`src/rtl/mem_arbiter.sv`:
```
// mem_arbiter: arbitrates NUM_PORTS cache line requesters onto one memory port
// Port 0 is the instruction cache and port 1 is the data cache.
// Ports:
//   clk, rst                       clock, synchronous active-high reset
//   req_address/read/write/wdata   per-port requests, port i in slice i
//   req_resp, req_rdata            per-port completion pulse, broadcast read line
//   pmem_resp, pmem_rdata          memory completion and read line
//   pmem_address/read/write/wdata  registered memory command
// Macro MEM_ARBITER_FIXED_PRIORITY_EN selects fixed priority (lowest index wins)
// instead of the default round-robin.
module mem_arbiter #(
  parameter int NUM_PORTS  = 2,
  parameter int ADDR_WIDTH = 32,
  parameter int LINE_WIDTH = 256
) (
  input  logic                             clk,
  input  logic                             rst,
  input  logic [NUM_PORTS*ADDR_WIDTH-1:0]  req_address,
  input  logic [NUM_PORTS-1:0]             req_read,
  input  logic [NUM_PORTS-1:0]             req_write,
  input  logic [NUM_PORTS*LINE_WIDTH-1:0]  req_wdata,
  output logic [NUM_PORTS-1:0]             req_resp,
  output logic [LINE_WIDTH-1:0]            req_rdata,
  input  logic                             pmem_resp,
  input  logic [LINE_WIDTH-1:0]            pmem_rdata,
  output logic [ADDR_WIDTH-1:0]            pmem_address,
  output logic                             pmem_read,
  output logic                             pmem_write,
  output logic [LINE_WIDTH-1:0]            pmem_wdata
);
  localparam int GW = $clog2(NUM_PORTS);
  typedef enum logic {IDLE, BUSY} state_t;
  state_t state, state_next;
  logic [NUM_PORTS-1:0] req;
  logic [GW-1:0] sel, grant, j;
  logic load, done;
  assign req  = req_read | req_write;
  assign load = state == IDLE && |req;
  assign done = state == BUSY && pmem_resp;
`ifdef MEM_ARBITER_FIXED_PRIORITY_EN
  // scan downwards so the lowest requesting index is the last to assign
  always_comb begin
    sel = '0;
    j = '0;
    for (int i = NUM_PORTS - 1; i >= 0; i--) begin
      j = GW'(i);
      if (req[j]) sel = j;
    end
  end
`else
  logic [GW-1:0] last_grant;
  // scan from farthest to nearest after last_grant so the nearest requester wins
  always_comb begin
    sel = '0;
    j = '0;
    for (int k = NUM_PORTS; k >= 1; k--) begin
      j = GW'((int'(last_grant) + k) % NUM_PORTS);
      if (req[j]) sel = j;
    end
  end
  always_ff @(posedge clk)
    last_grant <= rst ? GW'(NUM_PORTS - 1) : load ? sel : last_grant;
`endif
  always_ff @(posedge clk) state <= rst ? IDLE : state_next;
  always_comb state_next = load ? BUSY : done ? IDLE : state;
  always_ff @(posedge clk)
    if (rst) begin
      grant        <= '0;
      pmem_address <= '0;
      pmem_wdata   <= '0;
      pmem_read    <= 1'b0;
      pmem_write   <= 1'b0;
    end else if (load) begin
      grant        <= sel;
      pmem_address <= req_address[int'(sel)*ADDR_WIDTH +: ADDR_WIDTH];
      pmem_wdata   <= req_wdata[int'(sel)*LINE_WIDTH +: LINE_WIDTH];
      pmem_write   <= req_write[sel];
      pmem_read    <= ~req_write[sel];
    end else if (done) begin
      pmem_read    <= 1'b0;
      pmem_write   <= 1'b0;
    end
  assign req_resp  = done ? NUM_PORTS'(1) << grant : '0;
  assign req_rdata = done ? pmem_rdata : '0;
endmodule
```
`config.mk`:
```
export PLATFORM = sky130hd
export DESIGN_NAME = mem_arbiter
export DESIGN_NICKNAME = d
export VERILOG_FILES = /design/src/rtl/mem_arbiter.sv
export SDC_FILE = /design/constraint.sdc
export NUM_CORES = 1
export LEC_CHECK = 0
export CORE_AREA = 2 2 533 535
export DETAILED_ROUTE_END_ITERATION = 16
export DIE_AREA = 0 0 535 537
export DONT_BUFFER_PORTS = 1
export SYNTH_ARGS = -nofsm -noshare
export SYNTH_HDL_FRONTEND = slang
export SYNTH_SLANG_ARGS = --single-unit
export TNS_END_PERCENT = 50
```
`constraint.sdc`:
```
create_clock -name clk -period 1.8 [get_ports clk]
set_clock_uncertainty 0.15 [all_clocks]
set_input_delay 0.27 -clock clk [delete_from_list [all_inputs] [get_ports clk]]
set_output_delay 0.27 -clock clk [all_outputs]
set_load 0.05 [all_outputs]
```
* Word-level counts from Yosys, hierarchy flattened
Cells that the tools add are included.
** Operators by class
- $add $sub $neg :: 2
- Reduce and logical (&&, ||, !) cells :: 4
- Bitwise operators :: 3
- Mux-type cells :: 14
- Shift-type cells :: 3
- $lt $le $gt $ge :: 3
** Operators by type and width (number)
- variable part select 512 x 10 -> 256 bit :: 1
- two-way mux 256 bit :: 1
- variable part select 64 x 7 -> 32 bit :: 1
- two-way mux 1 bit :: 12
- less-than comparator 1 x 2 -> 1 bit, second input constant :: 3
- adder 1 bit, second input constant :: 2
- logical AND 1 bit :: 2
- two-way mux 2 bit :: 1
- inverter 1 bit :: 2
- OR 2 bit :: 1
- nonzero test 2 bit :: 1
- OR reduction 2 bit :: 1
- left shift 1 x 1 -> 2 bit, first input constant :: 1
** Word-level totals
- Logic and storage cells :: 36
- Register bits after elaboration :: 293
- Output and inout bits :: 548

* Logic depth before layout (Yosys ltp)
- Depth in word-level cells :: 9
- Depth in mapped cells :: 7

* Worst setup path after synthesis
OpenSTA, ideal clock, no wires.
- Path kind :: reg-to-output
- From :: register state
- To :: output port req_resp[0]
- Data required time :: 1380 ps
- Path slack :: -208 ps
- Arrival :: 1588 ps
- Cell stages (with the launch flop) :: 5
- Path through :: dfxtp_1 -> clkbuf_1 -> clkbuf_1 -> nand2_1 -> nor2_1
** Between the ends
- Word-level cells in the longest chain between the ends :: 2
** Ends and longest elaborated chain
- start, declared :: RTL line 33 : state_t state, state_next;
- start signal, assigned :: RTL line 64 : always_ff @(posedge clk) state <= rst ? IDLE : state_next;
- logical AND 1 bit :: RTL line 39 : assign done = state == BUSY && pmem_resp;
- two-way mux 2 bit :: RTL line 83 : assign req_resp = done ? NUM_PORTS'(1) << grant : '0;
- end, declared :: RTL line 22 : output logic [NUM_PORTS-1:0] req_resp,
No other way between the ends.

* Final worst setup path
- From :: register state
- To :: output port req_rdata[255]
** Between the ends
- Word-level cells in the longest chain between the ends :: 2
** Ends and longest elaborated chain
- logical AND 1 bit :: RTL line 39
- two-way mux 256 bit :: RTL line 84 : assign req_rdata = done ? pmem_rdata : '0;
- end, declared :: RTL line 23 : output logic [LINE_WIDTH-1:0] req_rdata,
No other way between the ends.

==> impl_metrics.yaml <==
finish:
  final_cell_area_mm2: 0.03607
  area_growth_pct: 103.7
  final-instance-count-excl-fill: 6696
  final_cell_mix: "451 x dlygate4sd3_1, 313 x buf_4, 292 x nand2_1, 290 x dfxtp_1, 287 x a211oi_2"
  nets: 3682
  final_common_cell: "dlygate4sd3_1"
  drive_gt1_share_pct: 51.64
timing:
  max_slew_margin_pct: -58.33
  slew_violations: 130
  fin_setup_tns_ns: -190.86
  setup_slack_ns: -0.4931
  hold_viol_final: 104
  tightest_slew_ns: 2.375
  max_freq_mhz: 436.1
  period_share_pct: 127.4
  rsz0062_at_grt: "true"
  post-route-min-period_ns: 2.293
  finalSetupViolCount: 549
  whs_ns: -0.3618
routing:
  drc_errors: 0
  detail-route-antenna-nets: 0
  dr.pass1.iters: 6
  drt_iter0_drc: 1403
  vias: 21170
  viasPerCell: 3.162
  wl_per_cell_um: 28.51
  finalWirelength_um: 190900
critical_path:
  crit_arrival_ns: 1.87
  r2r-end: "pmem_wdata[103]$_SDFFE_PP0P_"
  reg2regPathDepth: 9
  crit_type: "register to primary output"
  path_max_fanout: 29
  worstReg2RegStart: "state$_SDFFE_PP0P_"
  cp-end-kind: "primary output"
  required_ns: 1.38
  rrSetupSlack_ns: -0.48
  start_kind: "register"
grt:
  track_usage_pct: 11.77
  grt_pass1_wl_um: 219400
  first_global_vias: 20240
  grt_max_degree: 293
  grt_overflow_total: 0
  antenna_found_initial: 161
synth:
  synth_top_flop_cell: "dfxtp_1"
  synth_area_per_cell_um2: 9.114
  syn-instance-count: 1943
  yosysWarnings: 0
  synth-seq-cells: 293
  async_flop_share_pct: 0
  ys_types: 26
  synth_edf_count: 0
  synth_area_mm2: 0.01771
  synth-seq-area-share_pct: 33.12
  syn_nets: 2782
placement:
  port_buffers: 0
  dp_cells: 6053
  dp_hpwl_um: 154700
  placed_cell_area_mm2: 0.02850
  place_congestion: 0.9762
  place_ws_ns: -0.2239
hold_path:
  min-delay-start: "rst"
  hp-class: "input port to register"
  min_to: "pmem_wdata[121]$_SDFFE_PP0P_"
  min_path_cells: 1
outcome:
  status: "finished with violations"
  violations: "hold timing, slew limit, setup timing"
power:
  pwr-share-comb_pct: 42.6
  p_clk_share_pct: 28.0
  seq_power_share_pct: 29.5
  ir_worst_vdd_mv: 0.5596
  swShare_pct: 43.15
  power.density_mw_per_mm2: 785.2
  power_mw: 28.32
  p_sw_mw: 12.22
  leakage_nw: 13.16
  internal_power_mw: 16.10
floorplanning:
  core-area_mm2: 0.2813
  die_area_mm2: 0.2873
  std_cell_rows: 195
  start_util_pct: 6.295
  io-pin-count: 1387
  fp.dieW_um: 535
  die_y_um: 537
cts:
  cts_tree: "built"
  cts_sinks: 293
  insertion_delay_ns: 0.59
  clock-root-buffer: "clkbuf_16"
  clk_pin_slew_ns: 0.06
  cts_buffers: 38
  cts.htree.levels: 2
  cts_buffer_depth: 3
run:
  maxCapViolCount: 0
-- layer usage --
layer / track usage [%] / share of wire [%]
met5: 0 / 0.30
met4: 7.666 / 7.4
met3: 4.957 / 11
met2: 17.39 / 42
met1: 13.88 / 39
-- flip-flops by register name, indices dropped and copies added, names as in the netlist --
name and cells:
state 1, last_grant 1, pmem_read 1, pmem_wdata 256
pmem_write 1, pmem_address 32, grant 1
-- cells by family (layout without fill, tap and decap cells) --
| logic type | after synthesis | after routing | share of synthesized area (%) |
|---|---|---|---|
| other cells | 0 | 85 | 0 |
| buf+inv | 219 | 1143 | 10.21 |
| compound gates | 585 | 585 | 34.87 |
| flops | 293 | 293 | 33.12 |
| simple gates | 846 | 847 | 21.80 |
-- worst max-delay path by stage --
stage,cells after the start,end,start,slack (ns)
3_3_place_gp,7,pmem_address[5]$_SDFFE_PP0P_,req_read[1],-0.20
6_report,4,req_rdata[255],state$_SDFFE_PP0P_,-0.49
3_5_place_dp,7,pmem_wdata[255]$_SDFFE_PP0P_,req_read[1],-0.22
2_1_floorplan,4,req_rdata[95],state$_SDFFE_PP0P_,-0.08
5_1_grt,5,req_rdata[187],state$_SDFFE_PP0P_,-0.58
4_1_cts,4,req_rdata[249],state$_SDFFE_PP0P_,-0.60
-- synthesized netlist by cell type (2+ instances only) --
cell	n	area, µm²
dfxtp_1	293	5866
buf_2	6	30.03
a21oi_2	287	2514
nand2_1	292	1096
and3_1	257	1608
buf_4	2	15.01
inv_1	2	7.510
or2_1	2	12.51
buf_12	53	1061
buf_8	9	135.1
nor2_1	289	1085
a211oi_2	287	3591
clkbuf_1	146	548.0
a21oi_1	6	30.03
-- power groups by stage --
stage	clock network [mW]	registers (mW)	logic [mW]
2_1_floorplan	0	9.98	4.66
3_3_place_gp	0	8.42	10.2
3_5_place_dp	0	8.43	10.2
4_1_cts	8.06	8.30	11.4
5_1_grt	8.28	8.38	12.5
6_report	7.92	8.34	12.1
-- worst max-delay path, cell delays in order (launching register included) --
cell and delay (ns):
dfxtp_4 0.37, buf_16 0.17, buf_16 0.21, and3_4 0.25, buf_12 0.14
-- cell type report --
| cell class | count | area, µm² |
|---|---|---|
| Fill cell | 31550 | 245200 |
| Clock buffer | 50 | 1046 |
| Timing Repair Buffer | 1076 | 13170 |
| Clock inverter | 15 | 185.2 |
| Inverter | 2 | 7.507 |
| Multi-Input combinational cell | 1432 | 10900 |
| Antenna cell | 85 | 212.7 |
| Sequential cell | 293 | 5872 |
| Tap cell | 3743 | 4683 |
-- stage by stage --
| stage | hold WS [ns] | utilization [%] |
|---|---|---|
| after floorplan | 0.2611 | - |
| after global placement | 0.2149 | 10.13 |
| after detailed placement | 0.2229 | 10.13 |
| after CTS | -0.4496 | 12.25 |
| after global routing | -0.4241 | 12.79 |
| final | -0.3618 | 12.82 |
-- repair_timing --
action,4_1_cts,5_1_grt
gates resized for setup,69,157
hold endpoints to repair,293,143
setup endpoints to repair,570,560
setup buffers,1,22
hold buffers,444,7
pin swaps,1,29
cloned,2,18
(Power assumes the default switching activity.)
